[config.mk]
export PLATFORM = sky130hd
export DESIGN_NAME = pe_fsm
export DESIGN_NICKNAME = d
export VERILOG_FILES = /design/src/rtl/pe_pkg.sv /design/src/rtl/pe_fsm.sv
export SDC_FILE = /design/constraint.sdc
export NUM_CORES = 1
export LEC_CHECK = 0
export CORE_MARGIN = 2
export CORE_UTILIZATION = 51
export DETAILED_ROUTE_END_ITERATION = 12
export GPL_ROUTABILITY_DRIVEN = 0
export PLACE_DENSITY = 0.76
export SLEW_MARGIN = 20
export SYNTH_ARGS = -nofsm -noshare
export SYNTH_HDL_FRONTEND = slang
export SYNTH_SLANG_ARGS = --single-unit
[constraint.sdc]
create_clock -name clk -period 1.8 [get_ports clk]
set_input_delay 0.36 -clock clk [delete_from_list [all_inputs] [get_ports clk]]
set_output_delay 0.36 -clock clk [all_outputs]
set_load 0.01 [all_outputs]
[src/rtl/pe_pkg.sv]
// Shared types and constants for the convolution PE control FSM.
package pe_pkg;

    typedef enum logic [2:0] {
        IDLE,
        COMPUTE,
        PSUM,
        HOLD,
        DONE
    } pe_state_e;

    localparam int unsigned KSIZE_DEFAULT = 9;

endpackage : pe_pkg

[src/rtl/pe_fsm.sv]
// Control FSM for one convolution PE: sequences kernel-tap reads over the
// latched input/output channel groups and flags partial-sum results.
module pe_fsm
    import pe_pkg::*;
#(
    parameter int unsigned KSIZE = KSIZE_DEFAULT
) (
    input  logic       clk,
    input  logic       rst,
    input  logic       start_conv,
    input  logic       start_again,
    input  logic [1:0] cfg_ci,
    input  logic [1:0] cfg_co,
    output logic       ifm_read,
    output logic       wgt_read,
    output logic       p_valid_output,
    output logic       last_chanel_output,
    output logic       end_conv
);

    localparam int unsigned TAP_W = (KSIZE > 1) ? $clog2(KSIZE) : 1;
    localparam logic [TAP_W-1:0] TAP_LAST = TAP_W'(KSIZE - 1);

    pe_state_e        state_q, state_d;
    logic [TAP_W-1:0] tap_q, tap_d;
    logic [1:0]       ci_q, ci_d;
    logic [1:0]       co_q, co_d;
    logic [1:0]       ci_lim_q, ci_lim_d;
    logic [1:0]       co_lim_q, co_lim_d;

    // State, counter and latched-configuration registers.
    always_ff @(posedge clk) begin
        if (rst) begin
            state_q  <= IDLE;
            tap_q    <= '0;
            ci_q     <= '0;
            co_q     <= '0;
            ci_lim_q <= '0;
            co_lim_q <= '0;
        end else begin
            state_q  <= state_d;
            tap_q    <= tap_d;
            ci_q     <= ci_d;
            co_q     <= co_d;
            ci_lim_q <= ci_lim_d;
            co_lim_q <= co_lim_d;
        end
    end

    // Next-state and counter update logic.
    always_comb begin
        state_d  = state_q;
        tap_d    = tap_q;
        ci_d     = ci_q;
        co_d     = co_q;
        ci_lim_d = ci_lim_q;
        co_lim_d = co_lim_q;
        case (state_q)
            IDLE: begin
                if (start_conv) begin
                    ci_lim_d = cfg_ci;
                    co_lim_d = cfg_co;
                    tap_d    = '0;
                    ci_d     = '0;
                    co_d     = '0;
                    state_d  = COMPUTE;
                end
            end
            COMPUTE: begin
                if (tap_q == TAP_LAST) begin
                    tap_d   = '0;
                    state_d = PSUM;
                end else begin
                    tap_d = tap_q + 1'b1;
                end
            end
            PSUM: begin
                if (ci_q != ci_lim_q) begin
                    ci_d    = ci_q + 1'b1;
                    state_d = COMPUTE;
                end else if (co_q != co_lim_q) begin
                    ci_d    = '0;
                    co_d    = co_q + 1'b1;
                    state_d = HOLD;
                end else begin
                    state_d = DONE;
                end
            end
            HOLD: begin
                if (start_again) begin
                    state_d = COMPUTE;
                end
            end
            DONE: begin
                state_d = IDLE;
            end
            default: begin
                state_d = IDLE;
            end
        endcase
    end

    // Moore output decode from state and counters only.
    always_comb begin
        ifm_read           = (state_q == COMPUTE);
        wgt_read           = (state_q == COMPUTE);
        p_valid_output     = (state_q == PSUM);
        last_chanel_output = (state_q == PSUM) && (ci_q == ci_lim_q);
        end_conv           = (state_q == DONE);
    end

endmodule : pe_fsm

==> summary.txt <==
Synthesis
  – Largest area contributor in the synthesized netlist: sky130_fd_sc_hd__dfxtp_1
  – Number of standard cells after synthesis: 97
  – Leading cell types by total area after synthesis: sky130_fd_sc_hd__dfxtp_1 35%, sky130_fd_sc_hd__nor2_1 5.7%, sky130_fd_sc_hd__mux2i_1 4.7%
  – Number of nets in the synthesized netlist: 107
  – Share of Yosys cell area claimed by the top area cell type: around a third
  – Yosys reg bits: 15
  – Combined area of all synthesized cells: approximately 850 um^2
  – Syn_area_per_cell: between 8 and 9 um^2
  – Post-synthesis sequential area ratio: between 30% and 40%
  – Yosys synthesis warning count: 0
  – Distinct cell type count of the synthesized netlist: around 40

Worst hold path
  – Class of the tightest hold or removal check: reg2reg

Global route
  – Maximum number of pins on one net before global-route repair: 9
  – Number of global-route vias before repair: just under 700
  – First-pass GRT wire length: a little under 3 mm
  – GRT overflow: 0
  – Total global routing track utilization: roughly a fifth
  – Initial antenna violation count: 0

Final layout
  – Antenna cells: 0
  – Growth of design area from synthesis to finish: 22.73%
  – Layout net count: 129
  – Layout cell share with drive strength beyond 1: approximately 18%
  – Fill cell instance count of the final layout: 136
  – Post-route design area: 1047 um^2

Route
  – Number of DRC violations after detailed-routing iteration 0: 6
  – Remaining routing DRC violations: 0
  – Detail-routed via count per cell: 5.575
  – Drt first pass iters: 4
  – Drt total wl: approximately 1.7 mm
  – Via Count: 747
  – WL/cell: about 13 um
  – Post-route ant nets: 0

Run status
  – Outcome: finished clean

Worst setup path
  – Startpoint class of the critical path: register
  – Kind of capture point of the worst setup path: output port
  – Arrival @ worst endpoint: about 1400 ps
  – Data required time of the worst path: 1440 ps
  – Worst-path maximum fanout: 6
  – CP Class: reg2out

Run
  – Maximum Capacitance Violations: 0

Clock tree
  – Post-CTS setup repair buffer count: 0
  – Clock sinks: 15
  – Cell chosen for the clock root: sky130_fd_sc_hd__clkbuf_4
  – Number of buffers created by CTS: 3
  – CTS tree: built
  – Clk Latency, worst-skew pair: a little under 300 ps
  – Clock Path Buffers: 2
  – Number of H-tree branching levels: 1
  – Clock-pin transition on the worst setup and hold timing paths: approximately 100 ps
  – CTS Hold Buffers Added: 0

Pwr
  – Combinational share of power: around a third
  – Power density relative to cell area: about 810 nW/um^2
  – Sequential Power Share: 44.2%
  – Overall power: 0.8494 mW
  – Clk pwr share: a little under a quarter
  – IR Drop Worst-Case VDD: between 500 and 600 uV
  – Switching Power: approximately 0.27 mW
  – Internal power contribution: 0.5756 mW
  – Sw frac: 32.23%
  – Static leakage: 0.4267 nW

Die
  – Die span in y: approximately 45 um
  – Floorplan core area: approximately 1500 um^2
  – Number of placement rows: 14
  – Initial Util: roughly 55%
  – Total Die Area: 2016 um^2
  – Boundary pin count: 13
  – Horizontal die dimension: around 45 um

Timing
  – Setup repair after global routing missed its margin: false
  – Final Max Tran Viols: 0
  – Setup TNS after final layout: 0 ps
  – Maximum clock skew at final layout: ~11 ps
  – Endpoints failing hold: 0
  – Pin slew with the least headroom to its limit: between 400 and 500 ps
  – Fraction of the cycle the final worst path needs: between 90% and 100%
  – Final setup violation count: 0
  – Final critical-path required period: 1754 ps
  – Highest achievable clock rate: approximately 0.57 GHz
  – Relative slew slack: 71.79%

Placed design
  – # port buffers: 12
  – Post-Place Cell Area: ~1000 um^2
  – Total half-perimeter wirelength after legalization and detailed placement: about 1.4 mm
==> critical path, cell delays in order, from the launching register on <==
cell and delay [ps]:
sky130_fd_sc_hd__dfxtp_1 340, sky130_fd_sc_hd__or3b_4 420, sky130_fd_sc_hd__clkinv_4 80, sky130_fd_sc_hd__dlygate4sd2_1 260
==> cell type report <==
cell class | count | area (um^2) | share of cell area, %
tap | 16 | 20.02 | 1.912
inverter | 6 | 27.53 | 2.628
sequential | 15 | 300.3 | 28.67
multi-input combinational | 71 | 488.0 | 46.60
timing repair buffer | 22 | 185.2 | 17.68
clock buffer | 4 | 26.28 | 2.509
==> flip-flops by register name (all words and copies together), names as in the netlist <==
signal,flops
ci_lim_q,2
ci_q,2
co_lim_q,2
co_q,2
state_q,3
tap_q,4
==> cell families (layout without fill, tap and decap cells) <==
group,count (synthesis),in the layout,share of synthesized area [%]
adders and majority gates,2,2,2.932
xor gates and xnor gates,6,6,6.158
DFF,15,15,35.19
muxes,4,4,4.692
and+or+nand+nor,36,36,23.46
buffers and inverters,11,32,7.624
AOI/OAI and AO/OA,23,23,19.94
==> layer usage <==
| metal | global-route usage (%) | routed length (um) |
|---|---|---|
| met5 | 0 | 0 |
| met4 | 7.647 | 18 |
| met3 | 2.400 | 56 |
| met2 | 30.72 | 816 |
| met1 | 27.57 | 850 |
==> synthesized netlist by cell type <==
master,number
sky130_fd_sc_hd__a211oi_1,3
sky130_fd_sc_hd__a211oi_2,1
sky130_fd_sc_hd__a21boi_0,1
sky130_fd_sc_hd__a21o_1,1
sky130_fd_sc_hd__a21oi_1,4
sky130_fd_sc_hd__a22oi_1,1
sky130_fd_sc_hd__a311oi_1,1
sky130_fd_sc_hd__a311oi_2,1
sky130_fd_sc_hd__a31oi_1,1
sky130_fd_sc_hd__a32oi_1,1
sky130_fd_sc_hd__a41oi_1,1
sky130_fd_sc_hd__and3_1,1
sky130_fd_sc_hd__buf_1,1
sky130_fd_sc_hd__buf_4,1
sky130_fd_sc_hd__buf_6,2
sky130_fd_sc_hd__clkbuf_1,1
sky130_fd_sc_hd__clkinv_4,1
sky130_fd_sc_hd__dfxtp_1,15
sky130_fd_sc_hd__ha_1,2
sky130_fd_sc_hd__inv_1,5
sky130_fd_sc_hd__mux2i_1,4
sky130_fd_sc_hd__nand2_1,6
sky130_fd_sc_hd__nand2b_1,3
sky130_fd_sc_hd__nand3_1,2
sky130_fd_sc_hd__nand3b_1,1
sky130_fd_sc_hd__nand4_1,1
sky130_fd_sc_hd__nand4b_1,1
sky130_fd_sc_hd__nor2_1,13
sky130_fd_sc_hd__nor2b_1,1
sky130_fd_sc_hd__nor3_1,2
sky130_fd_sc_hd__nor3_2,1
sky130_fd_sc_hd__nor3b_4,1
sky130_fd_sc_hd__nor4b_1,1
sky130_fd_sc_hd__o21a_1,2
sky130_fd_sc_hd__o21ai_0,3
sky130_fd_sc_hd__o22ai_1,1
sky130_fd_sc_hd__o311ai_1,1
sky130_fd_sc_hd__or2_2,1
sky130_fd_sc_hd__or3b_4,1
sky130_fd_sc_hd__xnor2_1,4
sky130_fd_sc_hd__xor2_1,2
==> cells in the final DEF, fill, tap and decap left out, types with 4 or more instances in the layout <==
| master | Yosys | final |
|---|---|---|
| sky130_fd_sc_hd__dlygate4sd2_1 | 0 | 4 |
| sky130_fd_sc_hd__dfxtp_1 | 15 | 15 |
| sky130_fd_sc_hd__clkdlybuf4s50_1 | 0 | 7 |
| sky130_fd_sc_hd__nand2_1 | 6 | 6 |
| sky130_fd_sc_hd__xnor2_1 | 4 | 4 |
| sky130_fd_sc_hd__mux2i_1 | 4 | 4 |
| sky130_fd_sc_hd__buf_4 | 1 | 10 |
| sky130_fd_sc_hd__nor2_1 | 13 | 13 |
| sky130_fd_sc_hd__inv_1 | 5 | 5 |
| sky130_fd_sc_hd__a21oi_1 | 4 | 4 |
==> power groups by stage <==
stage / combinational, mW / sequential, mW / clock [mW]
6_report: 0.278 / 0.375 / 0.197
4_1_cts: 0.280 / 0.375 / 0.198
2_1_floorplan: 0.189 / 0.383 / 0
3_5_place_dp: 0.290 / 0.382 / 0
3_3_place_gp: 0.283 / 0.382 / 0
5_1_grt: 0.312 / 0.379 / 0.206
==> final timing paths <==
check	depth (start not counted)	to	start	slack, ps
worst max-delay path	3	p_valid_output	state_q[1]	50
worst min-delay path	2	co_lim_q[1]	co_lim_q[1]	530
worst max register to register	6	tap_q[3]	state_q[2]	310
worst min register to register	2	co_lim_q[1]	co_lim_q[1]	530
==> repair_timing <==
item | CTS | global route
gates cloned | 0 | 0
endpoints found under the setup margin | 5 | 1
gates resized for setup | 5 | 2
==> metrics by stage <==
step                util, %  setup WS (ps)  std cells  hold WS, ps
global placement      66.88          79.15        130        495.1
detailed placement    66.88          55.07        130        495.4
CTS                   68.18          6.362        134        516.2
finish                67.94          45.87        134        525.5
floorplan                 -          400.8         97        477.7
global route          67.94          23.61        134        544.0
Power figures use the tool's default switching activity.
